--- src/rtl/csc_decoder.sv ---
// CSC token stream to dense column stream expander (zero runs, data, tail padding).
// Define CSC_DEC_OVF_CHECK_EN to enable column-overflow detection on err_ovf.
module csc_decoder #(
  parameter int unsigned DATA_WIDTH  = 8,
  parameter int unsigned COUNT_WIDTH = 4,
  parameter int unsigned COL_LEN     = 16
) (
  input  logic                   clock,
  input  logic                   reset,
  input  logic                   in_valid,
  output logic                   in_ready,
  input  logic [DATA_WIDTH-1:0]  in_data,
  input  logic [COUNT_WIDTH-1:0] in_count,
  input  logic                   in_last,
  output logic                   out_valid,
  input  logic                   out_ready,
  output logic [DATA_WIDTH-1:0]  out_data,
  output logic                   out_last,
  output logic                   err_ovf
);

  localparam int unsigned POS_W = $clog2(COL_LEN);
  localparam logic [POS_W-1:0] POS_MAX = POS_W'(COL_LEN - 1);

  typedef enum logic [1:0] {IDLE, ZEROS, DATA, PAD} state_t;

  state_t                 state, state_nxt;
  logic [POS_W-1:0]       pos, pos_nxt, pos_inc;
  logic [COUNT_WIDTH-1:0] zero_cnt, zero_cnt_nxt;
  logic [DATA_WIDTH-1:0]  data_q, data_nxt;
  logic                   last_q, last_nxt;
  logic                   in_shake, out_shake, at_end, ovf_beat;

  assign at_end    = (pos == POS_MAX);
  assign pos_inc   = at_end ? '0 : pos + 1'b1;
  assign in_shake  = in_valid & in_ready;
  assign out_shake = out_valid & out_ready;

`ifdef CSC_DEC_OVF_CHECK_EN
  logic err_q;

  assign ovf_beat = at_end & ((state == ZEROS) | ((state == DATA) & ~last_q));
  assign err_ovf  = err_q;

  always_ff @(posedge clock) begin
    if (reset)
      err_q <= 1'b0;
    else if (out_shake & ovf_beat)
      err_q <= 1'b1;
  end
`else
  assign ovf_beat = 1'b0;
  assign err_ovf  = 1'b0;
`endif

  always_ff @(posedge clock) begin
    if (reset) begin
      state    <= IDLE;
      pos      <= '0;
      zero_cnt <= '0;
      data_q   <= '0;
      last_q   <= 1'b0;
    end else begin
      state    <= state_nxt;
      pos      <= pos_nxt;
      zero_cnt <= zero_cnt_nxt;
      data_q   <= data_nxt;
      last_q   <= last_nxt;
    end
  end

  // An overflowing DATA beat ends the token in IDLE, so it must not take a new token.
  always_comb begin
    out_valid = (state != IDLE);
    out_data  = (state == DATA) ? data_q : '0;
    out_last  = out_valid & at_end;
    unique case (state)
      IDLE:    in_ready = 1'b1;
      DATA:    in_ready = out_ready & ~last_q & ~ovf_beat;
      default: in_ready = 1'b0;
    endcase
  end

  always_comb begin
    state_nxt    = state;
    pos_nxt      = pos;
    zero_cnt_nxt = zero_cnt;
    data_nxt     = data_q;
    last_nxt     = last_q;

    if (out_shake)
      pos_nxt = pos_inc;

    if (in_shake) begin
      zero_cnt_nxt = in_count;
      data_nxt     = in_data;
      last_nxt     = in_last;
      state_nxt    = (in_count != '0) ? ZEROS : DATA;
    end

    unique case (state)
      IDLE: ;
      ZEROS: begin
        if (out_shake) begin
          zero_cnt_nxt = zero_cnt - 1'b1;
          if (ovf_beat)
            state_nxt = IDLE;
          else if (zero_cnt == COUNT_WIDTH'(1))
            state_nxt = DATA;
        end
      end
      DATA: begin
        if (out_shake & ~in_shake)
          state_nxt = (ovf_beat | ~last_q | at_end) ? IDLE : PAD;
      end
      PAD: begin
        if (out_shake & at_end)
          state_nxt = IDLE;
      end
      default: state_nxt = IDLE;
    endcase
  end

endmodule

--- config.mk ---
export PLATFORM = sky130hd
export DESIGN_NAME = csc_decoder
export DESIGN_NICKNAME = d
export VERILOG_FILES = /design/src/rtl/csc_decoder.sv
export SDC_FILE = /design/constraint.sdc
export NUM_CORES = 1
export LEC_CHECK = 0
export ABC_AREA = 1
export CORE_MARGIN = 4
export CORE_UTILIZATION = 40
export DETAILED_ROUTE_END_ITERATION = 6
export HOLD_SLACK_MARGIN = 0.08
export PLACE_DENSITY_LB_ADDON = 0.15
export SETUP_SLACK_MARGIN = 0.3
export SYNTH_ARGS = -nofsm -noshare
export SYNTH_HDL_FRONTEND = slang
export SYNTH_SLANG_ARGS = --single-unit
--- constraint.sdc ---
create_clock -name clock -period 2.5 [get_ports clock]
set_input_delay 0.625 -clock clock [delete_from_list [all_inputs] [get_ports clock]]
set_output_delay 0.625 -clock clock [all_outputs]
set_load 0.1 [all_outputs]
# --- Word level (Yosys, flattened, before mapping) ---
# Cells that the tools add are included.
totals:
  regBits: 19
  inputBits: 17
  output_inout_bits: 12
  elab_cells: 38
op_classes:
  n_addsub: 2
  eq_ne: 5
  muxes: 14
  bitwise: 9
  n_reduce_logical: 3
ops:
  columns: ["operator", "count"]
  rows:
  - ["4-bit 2-to-1 mux", 4]
  - ["2-bit 2-to-1 mux", 7]
  - ["8-bit 2-to-1 mux", 1]
  - ["1-bit bitwise AND", 6]
  - ["2-bit one-hot mux with 3 select lines", 1]
  - ["4-bit by 1-bit adder with 4-bit output, second input constant", 1]
  - ["2-bit == test, second input constant", 2]
  - ["4-bit by 1-bit == test with 1-bit output, second input constant", 1]
  - ["4-bit == test, second input constant", 1]
  - ["4-bit nonzero test", 1]
  - ["4-bit by 1-bit subtractor with 4-bit output, second input constant", 1]
  - ["2-bit by 1-bit == test with 1-bit output, second input constant", 1]
  - ["2-bit zero test", 1]
  - ["1-bit NOT", 2]
  - ["1-bit one-hot mux with 2 select lines", 1]
  - ["2-bit nonzero test", 1]
  - ["1-bit bitwise OR", 1]

# --- Depth between registers and ports, before layout ---
depth:
  word_depth: 8
  ltp_mapped: 11
  ltp_nobuf: 10

# --- Worst setup path before layout ---
# Ideal clock, no wire load.
synth_path:
  path_kind: "register to output"
  start: "register state[1]"
  end: "output port out_data[0]"
  t_arrival_ns: 2.013
  t_required_ns: 1.875
  setup_slack_ns: -0.138
  path_stages_with_launch: 5
  n_path_buf: 0
  cell_sequence: "dfxtp_1 -> inv_1 -> nor2_1 -> inv_1 -> nor2_1"
synth_between:
  elab_chain_len: 2
synth_rtl:
  columns: ["item", "line", "text"]
  rows:
  - ["start, declared", "27", "state_t state, state_nxt;"]
  - ["start signal, assigned", "64", "state <= state_nxt;"]
  - ["2-bit == test", "75", "out_data = (state == DATA) ? data_q : '0;"]
  - ["8-bit 2-to-1 mux", "75", null]
  - ["end, declared", "17", "output logic [DATA_WIDTH-1:0] out_data,"]
# Every way passes these cells.

# --- Worst setup path in the final report ---
layout_path:
  start: "input port out_ready"
  end: "output port in_ready"
layout_between:
  elab_chain_len: 2
layout_rtl:
  columns: ["item", "line", "text"]
  rows:
  - ["start, declared", "16", "input logic out_ready,"]
  - ["1-bit bitwise AND", "79", "DATA: in_ready = out_ready & ~last_q & ~ovf_beat;"]
  - ["1-bit one-hot mux with 2 select lines", "77", "unique case (state)"]
  - ["end, declared", "11", "output logic in_ready,"]
# Every way passes these cells.

==> impl_results.md <==
* Status: complete, no violations
* Register bit count reported by yosys at 19
* First-pass GRT wire length at about 4.0 mm
* CP Launch Type: input pin
* Setup Skew at 8.920 ps
* Core footprint at around 2500 µm²
* Clock sinks at 19
* Fin. Hold Viols at 0
* Root Buffer: clkbuf_4
* Syn Nets at roughly 180
* Final Power at roughly 700 µW
* Finished Core Util at slightly below 60%
* Hold Path Class: reg2reg
* Synthesis-to-layout area growth at 38.01%
* Hpwl dp at ~1.9 mm
* Max-cap violations at 0
* Initial core utilization at 42.41%
* Crit path time final at ~2100 ps
* Ys flop type: dfxtp_1
* Fin. max-slew vios at 0
* Final WL at roughly 2.4 mm
* CTS HTree Levels at 1
* Mapped Area at 1070 µm²
* Leakage at a little under 0.0007 µW
* Worst path slowest cell: clkdlybuf4s50_1
* GRT Overall Usage at between 10% and 20%
* # rows at 18
* EDFF count, synth at 0
* Slowest stage delay, CP at a little over 500 ps
* Final Setup Violations at 0
* Fraction of registers with async set/reset at 0%
* DP Worst Slack at between 200 and 300 ps
* Worst EP arrival at about 1500 ps
* Kind of critical path: in2out
* Starting DRC count in detailed routing at 30
* Initial antenna violation count at 0
* Die Span X at 59.72 µm
* Warnings, synthesis at 0
* Drt pass-1 iters at 4
* Period utilization at a little under nine tenths
* Seq/Total Area, Yosys at 35.56%
* Mapped Cells at 162
* Hold_ws at about 460 ps
* Endpoint type of the worst setup path: primary output
* Post-route DRC at 0
* PD cells at about 470 nW/µm²
* TritonCTS clock tree: yes
* VDD IR max at about 0.40 mV
* CTS Hold Bufs at 0
* Routed Antenna Nets at 0
* PnR worst setup slack at about 370 ps
* Vias at roughly 1100
* Longest Clk Path Bufs at 2
* Port bufs at 27
* Clock Latency Late Sink at about 300 ps
* RSZ-0062 raised after global routing: no
* Die area at between 3000 and 4000 µm²
* Critical Path RT at 1880 ps
* Vias in the first global route at ~950
* Layout cells sized above 1 at roughly 15%
* Placed cell areas at roughly 1400 µm²
* Achievable Freq at 470.1 MHz
* Grt total ovfl at 0
* CTS buffer count at 3
* Post-DR wirelength/cell at 11.01 µm
* Final Wtd Congestion at 0.8138
* Die Ht at around 60 µm
* Distinct cell type count after synthesis at 26
* Antenna cells at 0
* Crit-path cells: clkdlybuf4s50_1 -> nand2_1 -> nand2_4 -> buf_12
* # nets final at 210
* Largest net degree at the start of global routing at 30
* Via density at between 4 and 5
* Worst-path maximum fanout at 4
* Syn avg cell area at roughly 6.6 µm²
* I/O pin cnt at 29
* Fin area at 1476 µm²
* # fillers at about 250
* Clock Pin Slew Worst Setup and Hold Paths at roughly 100 ps
[power by group]
| part | switching (µW) | total [µW] | internal [µW] | leakage, µW |
|---|---|---|---|---|
| Combinational | 122 | 196 | 73.9 | 0.000503 |
| Sequential | 15.6 | 343 | 327 | 0.000157 |
| Clock | 91.9 | 154 | 62.1 | 0.0000150 |
| Total | 229 | 693 | 463 | 0.000675 |
[worst paths after layout]
path             start         to  slack [ps]  cells after the start
max          out_ready   in_ready         370                      4
min reg2reg  data_q[3]  data_q[3]         460                      2
max reg2reg   state[0]   state[1]         750                     10
min          data_q[3]  data_q[3]         460                      2
[layout make-up]
type	count	area, µm²	share of cell area [%]
multi-input combinational	107	539.3	36.53
sequential	19	381.6	25.85
timing repair buffer	28	375.4	25.42
inverter	31	116.4	7.881
tap	30	37.54	2.542
clock buffer	4	26.28	1.780
[state kept, by name (all words and copies together), names as in the netlist]
register / flops
data_q: 8
pos: 4
zero_cnt: 4
state: 2
last_q: 1
[cell usage in the layout, fill, tap and decap left out]
cell type	Yosys	routed
inv_1	30	29
nand2_1	27	27
dfxtp_1	19	18
a21oi_1	17	17
nor2_1	18	16
o21ai_0	16	16
clkdlybuf4s50_1	0	16
nand3_1	10	10
buf_12	0	10
nor2_2	2	4
nand2_2	3	3
ha_1	3	3
clkbuf_4	0	3
inv_2	1	2
buf_4	1	2
nand2_4	1	1
nor3b_1	1	1
nand3_2	1	1
o21ai_1	1	1
o211ai_1	1	1
nand4_1	1	1
a21oi_2	1	1
nor3_1	1	1
a211oi_1	1	1
xnor2_1	1	1
conb_1	1	1
clkbuf_1	1	1
dfxtp_2	0	1
[routing by layer]
metal	part of all wire [%]	wire [µm]	vias up	GRT usage (%)
met3	8.4	202	4	4.968
met5	0	0	-	0
li1	-	-	562	-
met4	1.7	42	0	4.114
met2	45	1092	32	23.46
met1	45	1074	455	18.06
[critical path: cells and delay by family]
kind                   cells  cell delay (ps)
buffers and inverters      2              690
and+or+nand+nor            2              190
[cells in the mapped netlist (2+ instances only)]
| library cell | count | area [µm²] |
|---|---|---|
| inv_1 | 30 | 112.6 |
| nand2_1 | 27 | 101.4 |
| dfxtp_1 | 19 | 380.4 |
| nor2_1 | 18 | 67.56 |
| a21oi_1 | 17 | 85.08 |
| o21ai_0 | 16 | 80.08 |
| nand3_1 | 10 | 50.05 |
| ha_1 | 3 | 37.54 |
| nand2_2 | 3 | 18.77 |
| buf_6 | 2 | 22.52 |
| nor2_2 | 2 | 12.51 |
[through the flow]
stage,cells,setup TNS [ps]
floorplan,162,-1100
global placement,215,0
detailed placement,215,0
CTS,219,0
global route,219,0
finish,219,0
[repair_timing]
action | 4_1_cts | 5_1_grt
setup endpoints to repair | 8 | 8
setup buffers | 0 | 0
pin swaps | 0 | 0
gates resized for setup | 2 | 1
[kinds of logic after synthesis]
group,count (synthesis),share of synthesized area [%]
fa+ha+maj,3,3.509
xor+xnor,1,0.8189
simple gates,65,27.13
buf+inv,36,14.50
other cells,1,0.3505
compound gates,37,18.13
flops,19,35.56
(Power assumes the default switching activity.)
